<file path="config.mk">
export PLATFORM = sky130hd
export DESIGN_NAME = instr_fetch_if
export DESIGN_NICKNAME = d
export VERILOG_FILES = /design/src/rtl/instr_fetch_if.sv
export SDC_FILE = /design/constraint.sdc
export NUM_CORES = 1
export LEC_CHECK = 0
export BUFFER_PORTS_ARGS = -buffer_cell sky130_fd_sc_hd__buf_4
export CAP_MARGIN = 5
export CORE_MARGIN = 2
export CORE_UTILIZATION = 40
export CTS_CLUSTER_DIAMETER = 60
export DETAILED_ROUTE_END_ITERATION = 10
export PLACE_DENSITY = 0.71
export SLEW_MARGIN = 10
export SYNTH_ARGS = -nofsm -noshare
export SYNTH_HDL_FRONTEND = slang
export SYNTH_SLANG_ARGS = --single-unit
</file>
<file path="constraint.sdc">
create_clock -name clk -period 4 [get_ports clk]
set_input_delay 0 -clock clk [delete_from_list [all_inputs] [get_ports clk]]
set_output_delay 0 -clock clk [all_outputs]
set_load 0.01 [all_outputs]
</file>
<file path="src/rtl/instr_fetch_if.sv">
// instr_fetch_if: instruction-fetch interface between the multicycle ARM
// controller and instruction memory. Issues one read per fetch request over a
// variable-latency req/ack handshake, latches the returned word into Instr and
// stalls the controller until it arrives. Misaligned PCs and memory timeouts
// drive a sticky fault and park the block in ERR until reset.
// Optional feature: define FETCH_STATS_EN to add the saturating fetch_count
// output (completed fetches since reset).
module instr_fetch_if #(
    parameter int ADDR_W  = 32,
    parameter int DATA_W  = 32,
    parameter int TIMEOUT = 15
) (
    input  logic              clk,
    input  logic              reset,
    input  logic              fetch_req,
    input  logic [ADDR_W-1:0] pc,
    output logic              mem_req,
    output logic [ADDR_W-1:0] mem_addr,
    input  logic [DATA_W-1:0] mem_rdata,
    input  logic              mem_ack,
    output logic [DATA_W-1:0] Instr,
    output logic              instr_valid,
    output logic              stall,
    output logic              fault
`ifdef FETCH_STATS_EN
    ,
    output logic [15:0]       fetch_count
`endif
);

    typedef enum logic [1:0] {
        IDLE = 2'd0,
        WAIT = 2'd1,
        ERR  = 2'd2
    } state_t;

    // Word returned to the controller on a timeout: MOV r0, r0
    localparam logic [DATA_W-1:0] NOP_WORD = DATA_W'(32'hE1A00000);
    // Last counter value allowed in WAIT before the timeout fires
    localparam logic [7:0]        TO_LAST  = 8'(TIMEOUT - 1);

    state_t            state_q, state_d;
    logic              mem_req_q, mem_req_d;
    logic [ADDR_W-1:0] mem_addr_q, mem_addr_d;
    logic [DATA_W-1:0] instr_q, instr_d;
    logic              valid_q, valid_d;
    logic              fault_q, fault_d;
    logic [7:0]        cnt_q, cnt_d;
`ifdef FETCH_STATS_EN
    logic [15:0]       fcnt_q, fcnt_d;
`endif

    // State and output registers, cleared by the active-low synchronous reset
    always_ff @(posedge clk) begin
        if (!reset) begin
            state_q    <= IDLE;
            mem_req_q  <= 1'b0;
            mem_addr_q <= '0;
            instr_q    <= '0;
            valid_q    <= 1'b0;
            fault_q    <= 1'b0;
            cnt_q      <= '0;
`ifdef FETCH_STATS_EN
            fcnt_q     <= '0;
`endif
        end else begin
            state_q    <= state_d;
            mem_req_q  <= mem_req_d;
            mem_addr_q <= mem_addr_d;
            instr_q    <= instr_d;
            valid_q    <= valid_d;
            fault_q    <= fault_d;
            cnt_q      <= cnt_d;
`ifdef FETCH_STATS_EN
            fcnt_q     <= fcnt_d;
`endif
        end
    end

    // Next-state logic: defaults hold everything except the valid pulse
    always_comb begin
        state_d    = state_q;
        mem_req_d  = mem_req_q;
        mem_addr_d = mem_addr_q;
        instr_d    = instr_q;
        valid_d    = 1'b0;
        fault_d    = fault_q;
        cnt_d      = cnt_q;
`ifdef FETCH_STATS_EN
        fcnt_d     = fcnt_q;
`endif
        case (state_q)
            IDLE: begin
                // mem_ack is ignored here; only a fetch request moves us on
                if (fetch_req) begin
                    if (pc[1:0] == 2'b00) begin
                        mem_addr_d = pc;
                        mem_req_d  = 1'b1;
                        cnt_d      = '0;
                        state_d    = WAIT;
                    end else begin
                        fault_d = 1'b1;
                        state_d = ERR;
                    end
                end
            end
            WAIT: begin
                // Ack takes priority over a timeout landing on the same edge
                if (mem_ack) begin
                    instr_d   = mem_rdata;
                    valid_d   = 1'b1;
                    mem_req_d = 1'b0;
                    state_d   = IDLE;
`ifdef FETCH_STATS_EN
                    if (fcnt_q != 16'hFFFF) begin
                        fcnt_d = fcnt_q + 16'd1;
                    end
`endif
                end else if (cnt_q == TO_LAST) begin
                    mem_req_d = 1'b0;
                    fault_d   = 1'b1;
                    instr_d   = NOP_WORD;
                    state_d   = ERR;
                end else begin
                    cnt_d = cnt_q + 8'd1;
                end
            end
            ERR: begin
                // Absorbing until reset; mem_req already low
                mem_req_d = 1'b0;
            end
            default: begin
                state_d = IDLE;
            end
        endcase
    end

    // Controller stall: combinational so a fetch request is held the same cycle
    always_comb begin
        stall = (state_q != IDLE) || fetch_req;
    end

    assign mem_req     = mem_req_q;
    assign mem_addr    = mem_addr_q;
    assign Instr       = instr_q;
    assign instr_valid = valid_q;
    assign fault       = fault_q;
`ifdef FETCH_STATS_EN
    assign fetch_count = fcnt_q;
`endif

endmodule

</file>
==> results of run 1 <==
==> synth_stat cells (all sizes together) <==
library cell	number	area share, %
nand4b	2	0.62
o21a	3	1.1
o21bai	1	0.26
ha	6	2.6
nor3b	2	0.53
o21ai	6	1.1
a22o	26	8.0
mux2	1	0.40
nand3b	1	0.26
or3	1	0.22
and2	1	0.22
o311a	1	0.35
nor2b	6	1.3
a21o	1	0.26
o311ai	1	0.31
and3	4	0.88
nor2	6	0.79
o211ai	1	0.26
o221a	6	2.4
or4	2	0.66
dfxtp	77	54
o22ai	1	0.22
inv	6	0.79
a21oi	39	6.9
nand2b	2	0.44
clkbuf	13	1.7
nand4	3	0.66
o32ai	1	0.31
nand3	5	0.88
a2bb2oi	1	0.31
o31ai	4	1.1
nor3	2	0.53
a211oi	1	0.26
buf	5	0.83
nand2	65	8.6
==> through the flow <==
| step | util, % | area [um^2] | hold slack (ns) | power [mW] |
|---|---|---|---|---|
| 2_1_floorplan | - | 2850 | 0.133 | 0.985 |
| 3_3_place_gp | 57.5 | 3930 | 0.216 | 1.12 |
| 3_5_place_dp | 57.5 | 3930 | 0.220 | 1.12 |
| 4_1_cts | 69.8 | 4770 | 0.121 | 1.74 |
| 5_1_grt | 69.8 | 4770 | 0.166 | 1.81 |
| 6_report | 69.9 | 4770 | 0.140 | 1.73 |
==> worst min-delay path by stage <==
stage	startpoint	endpoint	slack [ns]	cells after the start
global route	mem_ack	state_q[1]	0.17	4
CTS	mem_ack	state_q[1]	0.12	4
global placement	mem_rdata[26]	Instr[26]	0.22	2
detailed placement	mem_rdata[26]	Instr[26]	0.22	2
floorplan	mem_rdata[1]	Instr[1]	0.13	1
finish	mem_ack	state_q[1]	0.14	4
==> kinds of logic after synthesis <==
| group | Yosys count | synth area share (%) |
|---|---|---|
| buf+inv | 24 | 3.34 |
| fa+ha+maj | 6 | 2.64 |
| flops | 77 | 54.1 |
| simple gates | 102 | 16.6 |
| mux | 1 | 0.395 |
| compound gates | 93 | 22.9 |
==> where the power goes <==
group	total, mW	internal, mW	switching (mW)
clock	0.566	0.239	0.327
sequential	0.825	0.803	0.0223
combinational	0.339	0.178	0.162
==> flip-flops by register name, summed over array words and instances, names as in the netlist <==
register	flops
cnt_q	8
state_q	2
mem_addr	32
mem_req	1
instr_valid	1
Instr	32
fault	1
==> placed cells by master (no fill, tap or decap), types with 2 or more instances in the layout <==
cell type / n
a21oi_1: 38
a22o_1: 26
and3_1: 4
buf_4: 137
clkbuf_8: 9
clkinvlp_4: 3
dfxtp_1: 77
dlygate4sd3_1: 65
ha_1: 6
inv_1: 6
inv_6: 2
nand2_1: 65
nand2b_1: 2
nand3_1: 5
nand4_1: 3
nand4b_1: 2
nor2_1: 6
nor2b_1: 6
nor3b_1: 2
o21a_1: 2
o21ai_0: 6
o221a_2: 6
o31ai_1: 4
==> worst max-delay path, cell delays in order, from the launching register on <==
cell and delay [ns]:
dfxtp_1 0.34, inv_1 0.10, ha_1 0.29, nand3_1 0.87
and3_1 0.55
==> layout make-up <==
cell class              count  area (um^2)
multi-input cells         202         1210
well taps                  96          120
inverters                   6         22.5
clock inverters             7         67.6
diodes                      1         2.50
clock buffers               9          124
fillers                   516         2060
flip-flops and latches     77         1540
repair buffers            202         1680
==> repair_timing <==
action / CTS / global route
resized for setup: 0 / 0
hold buffers: 65 / 0
setup endpoints to repair: 0 / 0
setup buffers: 0 / 0
hold endpoints to repair: 66 / 0
==> metal layers <==
layer | track usage [%] | part of all wire, % | vias to the layer above
li1 | - | - | 1466
met1 | 28.4 | 43 | 1417
met2 | 35.8 | 48 | 115
met3 | 6.62 | 6.6 | 22
met4 | 9.64 | 2.6 | 0
met5 | 0 | 0 | -
==> flow_summary_export.csv, run 1 <==
group,metric,value,unit
clocking,htree_levels,3,
critical_path,cp.arrival,2.50,ns
floorplanning,pin_count,136,
global_route,grt_max_degree,39,
drt,drtIter0Drc,192,
sta,worst_pin_slew,1.20,ns
clocking,cts_buffer_depth,2,
global_route,grt_pass1_wl,13700,um
clocking,cts_root_buffer,"clkbuf_8",
placed_design,dpl.hpwl,5300,um
drt,vias,3020,
global_route,antenna_found_initial,0,
flow_run,max_cap_violations,0,
critical_path,crit_path_max_fanout,32,
clocking,cts_made_buffers,9,
pwr,p_leak,2.07,nW
critical_path,startpoint,"state_q[0]",
layout,drive_gt1_share,32.6,%
sta,setup-violations-final,0,
layout,final_nets,572,
pwr,power_density,363,mW/mm^2
clocking,cts_tree,"yes",
layout,layout.cells.non_filler,600,
floorplanning,rows,30,
drt,drt-wirelength-per-cell,14.8,um
critical_path,r2r_start,"state_q[0]",
placed_design,io_buffers,135,
sta,max_freq,441,MHz
sta,min_period_over_period,56.6,%
global_route,grt_use_total,22.5,%
drt,vias_per_cell,5.03,
yosys,yosysSeqAreaShare,54.1,%
critical_path,worstReg2RegEnd,"mem_addr[1]",
yosys,synth_seq_cells,77,
sta,rsz0062_at_grt,"false",
critical_path,path_class,"flop to flop",
drt,ant_nets,0,
drt,routed_wirelength,8870,um
run_status,status,"finished, final reports clean",
yosys,synth_area_per_cell,9.40,um^2
placed_design,place_ws,1.74,ns
critical_path,crit_required,4.23,ns
sta,final_max_slew_viol_count,0,
floorplanning,dieHeight,88.4,um
placed_design,dpl.cell_count,518,
global_route,globalRoute.totalOverflow,0,
critical_path,cp-endpoint,"mem_addr[1]",
sta,period_needed,2.27,ns
yosys,yosysUniqueCellTypes,39,
clocking,clkTransAtPathRegs,0.09,ns
yosys,synthesis.nets,377,
sta,finClkSkew,0.0121,ns
drt,firstDrtPassIters,4,
clocking,clk_latency,0.35,ns
sta,tns,0,ns
clocking,clkSinkCount,77,
critical_path,r2r_cells,4,
pwr,vdd_drop_max,0.000230,V
yosys,syn_area,0.00285,mm^2
sta,max_slew_margin,19.8,%
yosys,synthCells,303,
yosys,yosys_warnings,0,
floorplanning,dieArea,0.00781,mm^2
sta,final-hold-violation-count,0,
sta,fin_ws,1.73,ns
critical_path,worst_setup_path_start_kind,"flop",
critical_path,rrSetupSlack,1.73,ns
floorplanning,start_util,41.7,%
floorplanning,dieWidth,88.4,um
critical_path,cp-end-kind,"flop",
placed_design,gp_congestion,0.747,
worst_hold_path,hold_path.class,"primary input to flop",
floorplanning,core_area,0.00683,mm^2
layout,area_growth,67.6,%
drt,drc_errors,0,
global_route,grt_pass1_vias,2931,
No activity file was read; power rests on OpenSTA's default activity.
==> run 2, diff against run 1 <==
Settings changed: PLACE_DENSITY 0.71 to 0.73.
Clock period 4 ns to 2 ns, I/O delays scaled along.
==> run 2 against run 1 <==
  * Register-to-register slack worse by 1.6 ns
  * Non-clock buffer count is 6 higher
  * Final area grew 1.2%
  * Via count fell by 0.70%
  * Sequential power increased by 100%
  * Global-route usage barely moved
  * Routed wire length grew 1.8%
==> flow_summary_export.csv, run 2 (synthesis gave the netlist of run 1 again) <==
group,metric,value,unit
layout,fillers,532,
flow_run,max_cap_violations,0,
layout,antenna_cells,0,
floorplanning,dieWidth,88.4,um
clocking,clkTransAtPathRegs,0.08,ns
layout,layout_commonest_cell,"buf_4",
global_route,grt_use_total,22.4,%
floorplanning,rows,30,
layout,regArea,0.00154,mm^2
layout,final_nets,578,
worst_hold_path,worst_hold_path.num_cells,4,
clocking,cts_made_buffers,9,
sta,max_freq,539,MHz
clocking,post_cts.repair.setup_buffers,0,
clocking,htree_levels,3,
pwr,power_density,723,mW/mm^2
floorplanning,dieArea,0.00781,mm^2
drt,drc_errors,0,
drt,ant_nets,0,
drt,vias,2999,
critical_path,r2r_start,"state_q[1]",
sta,period_needed,1.85,ns
drt,vias_per_cell,4.96,
clocking,cts_root_buffer,"clkbuf_8",
worst_hold_path,holdPathEnd,"fault",
pwr,power,3.49,mW
global_route,grt_max_degree,39,
critical_path,worst_setup_path_start_kind,"flop",
placed_design,dpl.hpwl,5200,um
clocking,clk_latency,0.34,ns
run_status,status,"finished, final reports clean",
placed_design,gp_congestion,0.875,
critical_path,cp.arrival,2.09,ns
drt,firstDrtPassIters,4,
drt,drtIter0Drc,201,
global_route,grt_pass1_wl,13600,um
placed_design,placed_cell_area,0.00397,mm^2
layout,mostFrequentLayoutCells,"143 x buf_4, 77 x dfxtp_1, 65 x nand2_1, 65 x dlygate4sd3_1, 38 x a21oi_1",
floorplanning,pin_count,136,
clocking,cts_buffer_depth,2,
layout,drive_gt1_share,33.6,%
drt,routed_wirelength,9030,um
drt,drt-wirelength-per-cell,14.9,um
layout,final_area,0.00483,mm^2
layout,multiInputGateArea,0.00123,mm^2
clocking,cts_tree,"yes",
sta,final_max_slew_viol_count,0,
critical_path,cp-end-kind,"flop",
critical_path,rrSetupSlack,0.15,ns
sta,rsz0062_at_grt,"false",
critical_path,r2r_cells,6,
clocking,clkSinkCount,77,
critical_path,crit_required,2.23,ns
sta,finClkSkew,0.00969,ns
sta,setup-violations-final,0,
floorplanning,dieHeight,88.4,um
sta,max_slew_margin,54.3,%
layout,area_growth,69.6,%
global_route,grt_pass1_vias,2886,
pwr,p_leak,2.11,nW
worst_hold_path,hold_start,"fetch_req",
floorplanning,start_util,41.7,%
critical_path,crit_path_max_fanout,8,
sta,final-hold-violation-count,0,
critical_path,path_class,"flop to flop",
sta,tns,0,ns
worst_hold_path,hold_path.class,"primary input to flop",
global_route,antenna_found_initial,0,
critical_path,worstReg2RegEnd,"cnt_q[5]",
global_route,globalRoute.totalOverflow,0,
pwr,vdd_drop_max,0.000504,V
placed_design,io_buffers,135,
sta,worst_pin_slew,0.684,ns
floorplanning,core_area,0.00683,mm^2
sta,min_period_over_period,92.7,%
-- run 2: cell count changes in the layout (fill, tap and decap cells not counted), sizes merged --
cell	delta
buf	+6
clkinv	+4
inv	-3
clkinvlp	-2
bufinv	+1
diode	-1
-- run 2: layout make-up --
class	count	share of cell area, %
clock buffer	9	2.56
timing repair buffer	208	35.7
inverter	6	0.466
multi-input combinational	202	25.5
sequential	77	31.9
tap	96	2.49
clock inverter	7	1.37
-- run 2: critical path, stage by stage (launching register included) --
cell and delay, ns:
dfxtp_1 0.38, inv_1 0.08, ha_1 0.25, nor2b_2 0.21, o22ai_1 0.52, o31ai_1 0.16, o311a_1 0.15
-- run 2: worst max-delay path by stage --
stage | start | to | slack (ns) | depth (start not counted)
2_1_floorplan | state_q[1] | cnt_q[3] | 0.26 | 7
3_3_place_gp | cnt_q[0] | Instr[3] | 0.12 | 6
3_5_place_dp | cnt_q[0] | Instr[20] | 0.04 | 6
4_1_cts | cnt_q[0] | Instr[20] | 0.02 | 6
5_1_grt | state_q[0] | cnt_q[1] | 0.02 | 6
6_report | state_q[1] | cnt_q[5] | 0.15 | 6
-- run 2: timing repair --
action | 4_1_cts | 5_1_grt
gates resized for setup | 0 | 3
hold endpoints to repair | 65 | 0
endpoints found under the setup margin | 0 | 28
hold buffers | 65 | 0
-- run 2: metrics by stage --
step / hold WS [ns] / setup WS (ns) / instances / util [%]
2_1_floorplan: 0.133 / 0.262 / 303 / -
3_3_place_gp: 0.215 / 0.123 / 524 / 58.2
3_5_place_dp: 0.219 / 0.0360 / 524 / 58.2
4_1_cts: 0.119 / 0.0214 / 605 / 70.5
5_1_grt: 0.145 / 0.0161 / 605 / 70.7
6_report: 0.124 / 0.146 / 605 / 70.7
-- run 2: routing by layer --
metal	track usage (%)	vias up	share of wire (%)
met2	40.0	128	52
met5	0	-	0
li1	-	1477	-
met3	7.46	20	6.6
met1	25.3	1374	40
met4	7.02	0	2.3
-- run 2: where the power goes --
part           leakage (nW)  internal, mW  total (mW)  switching, mW
clock network        0.0987         0.569        1.13          0.565
logic                  1.39         0.372       0.707          0.335
registers             0.623          1.61        1.65         0.0443
